$ cat config.mk
export PLATFORM = sky130hd
export DESIGN_NAME = vga_scan_gen_flat
export DESIGN_NICKNAME = d
export VERILOG_FILES = /design/src/rtl/vga_scan_gen_if.sv /design/src/rtl/vga_scan_gen.sv /design/src/flat_wrapper.sv
export SDC_FILE = /design/constraint.sdc
export NUM_CORES = 1
export LEC_CHECK = 0
export CAP_MARGIN = 20
export CORE_UTILIZATION = 49
export CTS_CLUSTER_DIAMETER = 80
export CTS_CLUSTER_SIZE = 28
export DETAILED_ROUTE_END_ITERATION = 8
export GPL_ROUTABILITY_DRIVEN = 0
export PLACE_DENSITY_LB_ADDON = 0.25
export SLEW_MARGIN = 0
export SYNTH_ARGS = -nofsm -noshare
export SYNTH_HDL_FRONTEND = slang
export SYNTH_SLANG_ARGS = --single-unit
$ cat constraint.sdc
create_clock -name clk -period 2.1 [get_ports clk]
set_input_delay 0.21 -clock clk [delete_from_list [all_inputs] [get_ports clk]]
set_output_delay 0.21 -clock clk [all_outputs]
set_load 0.01 [all_outputs]
$ cat src/rtl/vga_scan_gen_if.sv
// rtl/vga_scan_gen_if.sv - raster position/sync bundle shared by scan source and painters
interface vga_scan_gen_if;
  logic        anim_en;
  logic [10:0] x;
  logic [10:0] y;
  logic        hsync;
  logic        vsync;
  logic        video_on;
  logic        frame_start;
  logic [10:0] delt;

  modport master (
    input  anim_en,
    output x, y, hsync, vsync, video_on, frame_start, delt
  );

  modport slave (
    output anim_en,
    input  x, y, hsync, vsync, video_on, frame_start, delt
  );
endinterface

$ cat src/rtl/vga_scan_gen.sv
// rtl/vga_scan_gen.sv - VGA raster counters, registered sync/coordinate decode and
// frame-synchronous bouncing horizontal offset
module vga_scan_gen #(
  parameter int H_VIS     = 800,
  parameter int H_FP      = 56,
  parameter int H_SYNC    = 120,
  parameter int H_BP      = 64,
  parameter int V_VIS     = 600,
  parameter int V_FP      = 37,
  parameter int V_SYNC    = 6,
  parameter int V_BP      = 23,
  parameter int SYNC_POL  = 1,
  parameter int DELT_MAX  = 250,
  parameter int DELT_STEP = 2
) (
  input  logic          clk,
  input  logic          rst,
  vga_scan_gen_if.master vif
);

  localparam int H_TOT = H_VIS + H_FP + H_SYNC + H_BP;
  localparam int V_TOT = V_VIS + V_FP + V_SYNC + V_BP;

  localparam logic [10:0] H_LAST = 11'(H_TOT - 1);
  localparam logic [10:0] V_LAST = 11'(V_TOT - 1);
  localparam logic [10:0] H_VISW = 11'(H_VIS);
  localparam logic [10:0] V_VISW = 11'(V_VIS);
  localparam logic [10:0] HS_BEG = 11'(H_VIS + H_FP);
  localparam logic [10:0] HS_END = 11'(H_VIS + H_FP + H_SYNC - 1);
  localparam logic [10:0] VS_BEG = 11'(V_VIS + V_FP);
  localparam logic [10:0] VS_END = 11'(V_VIS + V_FP + V_SYNC - 1);
  localparam logic        SYNC_ON = (SYNC_POL != 0);
  localparam logic [11:0] D_MAX12  = 12'(DELT_MAX);
  localparam logic [11:0] D_STEP12 = 12'(DELT_STEP);
  localparam logic [10:0] D_MAX11  = 11'(DELT_MAX);
  localparam logic [10:0] D_STEP11 = 11'(DELT_STEP);

  typedef enum logic {UP, DOWN} dir_t;

  logic [10:0] hcnt;
  logic [10:0] vcnt;
  logic        h_wrap;
  logic        boundary;
  logic        armed;
  dir_t        dir;
  dir_t        dir_nxt;
  logic [10:0] delt_nxt;
  logic [11:0] delt_up;

  assign h_wrap   = (hcnt == H_LAST);
  assign boundary = (hcnt == 11'd0) && (vcnt == 11'd0);

  always_ff @(posedge clk or negedge rst) begin
    if (!rst) begin
      hcnt <= 11'd0;
      vcnt <= 11'd0;
    end else begin
      hcnt <= h_wrap ? 11'd0 : hcnt + 11'd1;
      if (h_wrap)
        vcnt <= (vcnt == V_LAST) ? 11'd0 : vcnt + 11'd1;
    end
  end

  // Every output is decoded from the counters and registered, so all lag them by one cycle together.
  always_ff @(posedge clk or negedge rst) begin
    if (!rst) begin
      vif.x           <= 11'd0;
      vif.y           <= 11'd0;
      vif.hsync       <= ~SYNC_ON;
      vif.vsync       <= ~SYNC_ON;
      vif.video_on    <= 1'b0;
      vif.frame_start <= 1'b0;
    end else begin
      vif.x           <= hcnt;
      vif.y           <= vcnt;
      vif.hsync       <= (hcnt >= HS_BEG && hcnt <= HS_END) ? SYNC_ON : ~SYNC_ON;
      vif.vsync       <= (vcnt >= VS_BEG && vcnt <= VS_END) ? SYNC_ON : ~SYNC_ON;
      vif.video_on    <= (hcnt < H_VISW) && (vcnt < V_VISW);
      vif.frame_start <= boundary;
    end
  end

  // armed stays low through the first boundary after reset so frame 0 always shows delt=0.
  always_ff @(posedge clk or negedge rst) begin
    if (!rst) begin
      dir      <= UP;
      vif.delt <= 11'd0;
      armed    <= 1'b0;
    end else begin
      dir      <= dir_nxt;
      vif.delt <= delt_nxt;
      armed    <= 1'b1;
    end
  end

  assign delt_up = {1'b0, vif.delt} + D_STEP12;

  always_comb begin
    dir_nxt  = dir;
    delt_nxt = vif.delt;
    if (boundary && armed && vif.anim_en) begin
      case (dir)
        UP: begin
          if (delt_up >= D_MAX12) begin
            delt_nxt = D_MAX11;
            dir_nxt  = DOWN;
          end else begin
            delt_nxt = delt_up[10:0];
          end
        end
        DOWN: begin
          if (vif.delt <= D_STEP11) begin
            delt_nxt = 11'd0;
            dir_nxt  = UP;
          end else begin
            delt_nxt = vif.delt - D_STEP11;
          end
        end
        default: begin
          delt_nxt = 11'd0;
          dir_nxt  = UP;
        end
      endcase
    end
  end

endmodule

$ cat src/flat_wrapper.sv
// flat-port wrapper written by rule: the top's interface ports become plain ports
module vga_scan_gen_flat 
#(
  parameter int H_VIS     = 800,
  parameter int H_FP      = 56,
  parameter int H_SYNC    = 120,
  parameter int H_BP      = 64,
  parameter int V_VIS     = 600,
  parameter int V_FP      = 37,
  parameter int V_SYNC    = 6,
  parameter int V_BP      = 23,
  parameter int SYNC_POL  = 1,
  parameter int DELT_MAX  = 250,
  parameter int DELT_STEP = 2
)
  (clk, rst, vif_anim_en, vif_x, vif_y, vif_hsync, vif_vsync, vif_video_on, vif_frame_start, vif_delt);
  vga_scan_gen_if vif_i ();
  input  logic clk;
  input  logic rst;
  input wire logic [$bits(vif_i.anim_en)-1:0] vif_anim_en;
  output wire logic [$bits(vif_i.x)-1:0] vif_x;
  output wire logic [$bits(vif_i.y)-1:0] vif_y;
  output wire logic [$bits(vif_i.hsync)-1:0] vif_hsync;
  output wire logic [$bits(vif_i.vsync)-1:0] vif_vsync;
  output wire logic [$bits(vif_i.video_on)-1:0] vif_video_on;
  output wire logic [$bits(vif_i.frame_start)-1:0] vif_frame_start;
  output wire logic [$bits(vif_i.delt)-1:0] vif_delt;
  assign vif_i.anim_en = vif_anim_en;
  assign vif_x = vif_i.x;
  assign vif_y = vif_i.y;
  assign vif_hsync = vif_i.hsync;
  assign vif_vsync = vif_i.vsync;
  assign vif_video_on = vif_i.video_on;
  assign vif_frame_start = vif_i.frame_start;
  assign vif_delt = vif_i.delt;
  vga_scan_gen #(.H_VIS(H_VIS), .H_FP(H_FP), .H_SYNC(H_SYNC), .H_BP(H_BP), .V_VIS(V_VIS), .V_FP(V_FP), .V_SYNC(V_SYNC), .V_BP(V_BP), .SYNC_POL(SYNC_POL), .DELT_MAX(DELT_MAX), .DELT_STEP(DELT_STEP)) u_core (.clk(clk), .rst(rst), .vif(vif_i));
endmodule
==> results.py <==
metrics = {
    "cts": {
        "clockRootBuffer": "clkbuf_8",
        "clkTransAtPathRegs_ns": 0.07,
        "cts_tree": "yes",
        "post_cts_buffers": 0,
        "htreeDepth": 3,
        "clock_sinks": 60,
        "cts_buffers": 9,
        "cts_buffer_depth": 2,
        "insertion_delay_ns": 0.34,
    },
    "floorplanning": {
        "die-area_um2": 6400,
        "chipWidth_um": 80.0,
        "die_h_um": 80.0,
        "num_rows": 28,
        "pin_count": 40,
        "core-area_um2": 5890,
        "initial_core_util_pct": 50.6,
    },
    "placed_design": {
        "dp.cells": 440,
        "place_hpwl_um": 4880,
        "place_ws_ns": 0.0419,
        "port_buffers": 38,
    },
    "yosys": {
        "ys_warn_count": 0,
        "yosysSeqAreaShare_pct": 50.4,
        "synth_nets": 306,
        "avgSynthCellArea_um2": 10.1,
        "synth.area.top_cells": "dfrtp_1, nor2_1, ha_1, o21ai_0, xor2_1",
        "synth_cell_type_count": 61,
        "synth_top_area_share_pct": 50.4,
        "async_reset_ff_share_pct": 100,
        "synth_edf_count": 0,
        "synth_top_cell_by_area": "dfrtp_1",
        "synth_ff_type": "dfrtp_1",
        "synth_area_um2": 2980,
        "ys_seq_elements": 60,
        "netlist_instances": 295,
    },
    "worst_setup_path": {
        "reg2reg_from": "u_core.vcnt[6]",
        "reg2reg_slack_ns": 0.07,
        "critPathMaxFanout": 10,
        "endpoint_kind": "flip-flop",
        "cp-start-kind": "flip-flop",
        "worstSetupPathType": "flip-flop to flip-flop",
        "required_ns": 2.30,
        "ff2ff_path_depth": 6,
        "critical_path_arrival_ns": 2.22,
        "r2r_end": "u_core.vif.delt[6]",
    },
    "timing": {
        "post-route-period-util_pct": 96.5,
        "clock_skew_ns": 0.00734,
        "slew_viol_final": 0,
        "hold_viol": 0,
        "period_minus_slack_ns": 2.03,
        "rsz0062_at_grt": "false",
        "fmax_mhz": 494,
        "final.setup.worst_slack_ns": 0.0745,
        "setup_viol": 0,
        "final.setup.tns_ns": 0,
    },
    "final_layout": {
        "layout.nets": 388,
        "syn_to_final_growth_pct": 34.6,
        "stdcell_count": 457,
        "drive_above_1_share_pct": 21.5,
        "diodes": 0,
        "final_cell_mix": "dfrtp_1, buf_4, clkdlybuf4s50_1",
        "final_common_cell": "dfrtp_1",
    },
    "global_routing": {
        "grt_pass1_vias": 2481,
        "grt_max_degree": 61,
        "grt_use_total_pct": 24.5,
        "antenna_found_initial": 0,
        "overflow": 0,
        "grt_pass1_wl_um": 11800,
    },
    "drt": {
        "routed_wl_um": 7050,
        "routedWlPerCell_um": 15.4,
        "vias": 2566,
        "antenna_left": 0,
        "routed_via_density": 5.61,
        "detailedRoute.firstIterationViolations": 177,
        "drc": 0,
        "first_pass_iters": 4,
    },
    "run": {
        "drv_cap": 0,
    },
    "hold_path": {
        "hold_class": "input pin to asynchronous set/reset pin",
    },
    "power": {
        "p_total_mw": 2.51,
        "power_leakage_nw": 1.77,
        "power_density_nw_per_um2": 625,
        "irDropWorstVdd_mv": 0.768,
    },
    "status": {
        "status": "complete, no violations",
    },
}
where the power goes:
part / switching [mW] / leakage (nW) / internal (mW)
Sequential: 0.00461 / 0.799 / 1.16
Combinational: 0.0503 / 0.850 / 0.0335
Clock: 0.470 / 0.120 / 0.790
Total: 0.525 / 1.77 / 1.98
through the flow:
step                hold WS [ns]  instance area (um^2)  util, %
floorplan                -0.0856                  2980        -
global placement           0.239                  3730     63.4
detailed placement         0.241                  3730     63.4
CTS                        0.407                  3980     67.7
global route               0.447                  4010     68.1
finish                     0.400                  4010     68.1
timing repair:
item	CTS	global route
endpoints found under the setup margin	0	6
resized for setup	0	8
hold buffers	1	0
hold endpoints to repair	60	0
final cells by class:
type                            count  area (um^2)
Clock buffer                       10          128
Clock inverter                      6          113
Fill cell                         462         1880
Inverter                           12         45.0
Multi-Input combinational cell    210         1390
Sequential cell                    60         1500
Tap cell                           75         93.8
Timing Repair Buffer               84          739
critical path, cell delays in order (launching register included):
cell and delay, ns:
dfrtp_1 0.38, or3_4 0.41, nand4b_4 0.18, or4_4 0.52, buf_6 0.16, o21ai_2 0.13, o211ai_1 0.10
Yosys cell counts, drive strengths merged, types with 3 or more instances:
master and instances:
and2 4, clkbuf 7, nand2 17, o31ai 4
or2 4, buf 6, nor4 10, dfrtp 60
a31oi 4, or4 3, nor2b 3, xor2 9
nand3 9, ha 8, nor2 27, nand4 11
xnor2 7, nor3 12, o21ai 25, inv 12
nand3b 5, o22ai 3, a21oi 9
sequential cells by signal, indices dropped and copies added (netlist names), 10 cells and up:
signal / count
u_core.vif.x: 11
u_core.hcnt: 11
u_core.vif.delt: 10
u_core.vif.y: 11
u_core.vcnt: 11
logic make-up (layout without fill, tap and decap cells):
kind of cell / after synthesis / count (layout) / share of synthesized area (%)
AND/OR/NAND/NOR: 116 / 116 / 21.9
XOR/XNOR: 16 / 16 / 4.70
flip-flops: 60 / 60 / 50.4
other: 2 / 2 / 0.252
AO/OA/AOI/OAI: 66 / 66 / 15.0
adder cells (fa/ha/maj): 8 / 8 / 3.36
multiplexers: 2 / 2 / 0.714
buffers and inverters: 25 / 112 / 3.74
worst max path at each step:
stage / startpoint / end / depth (start not counted)
floorplan: u_core.vif.delt[6] / u_core.vif.delt[3] / 6
detailed placement: u_core.vcnt[6] / u_core.vif.delt[6] / 6
global placement: u_core.vif.delt[7] / u_core.vif.delt[5] / 5
finish: u_core.vcnt[6] / u_core.vif.delt[6] / 6
global route: u_core.vif.delt[1] / u_core.vif.delt[3] / 7
CTS: u_core.vcnt[6] / u_core.vif.delt[6] / 6
per-layer routing:
layer  vias up  wire length [um]  GRT usage (%)
met2        68              3270           35.9
met4         0               125           10.7
li1       1231                 -              -
met3        14               326           6.97
met5         -                 0              0
met1      1253              3320           33.6
No activity file was read; power rests on OpenSTA's default activity.
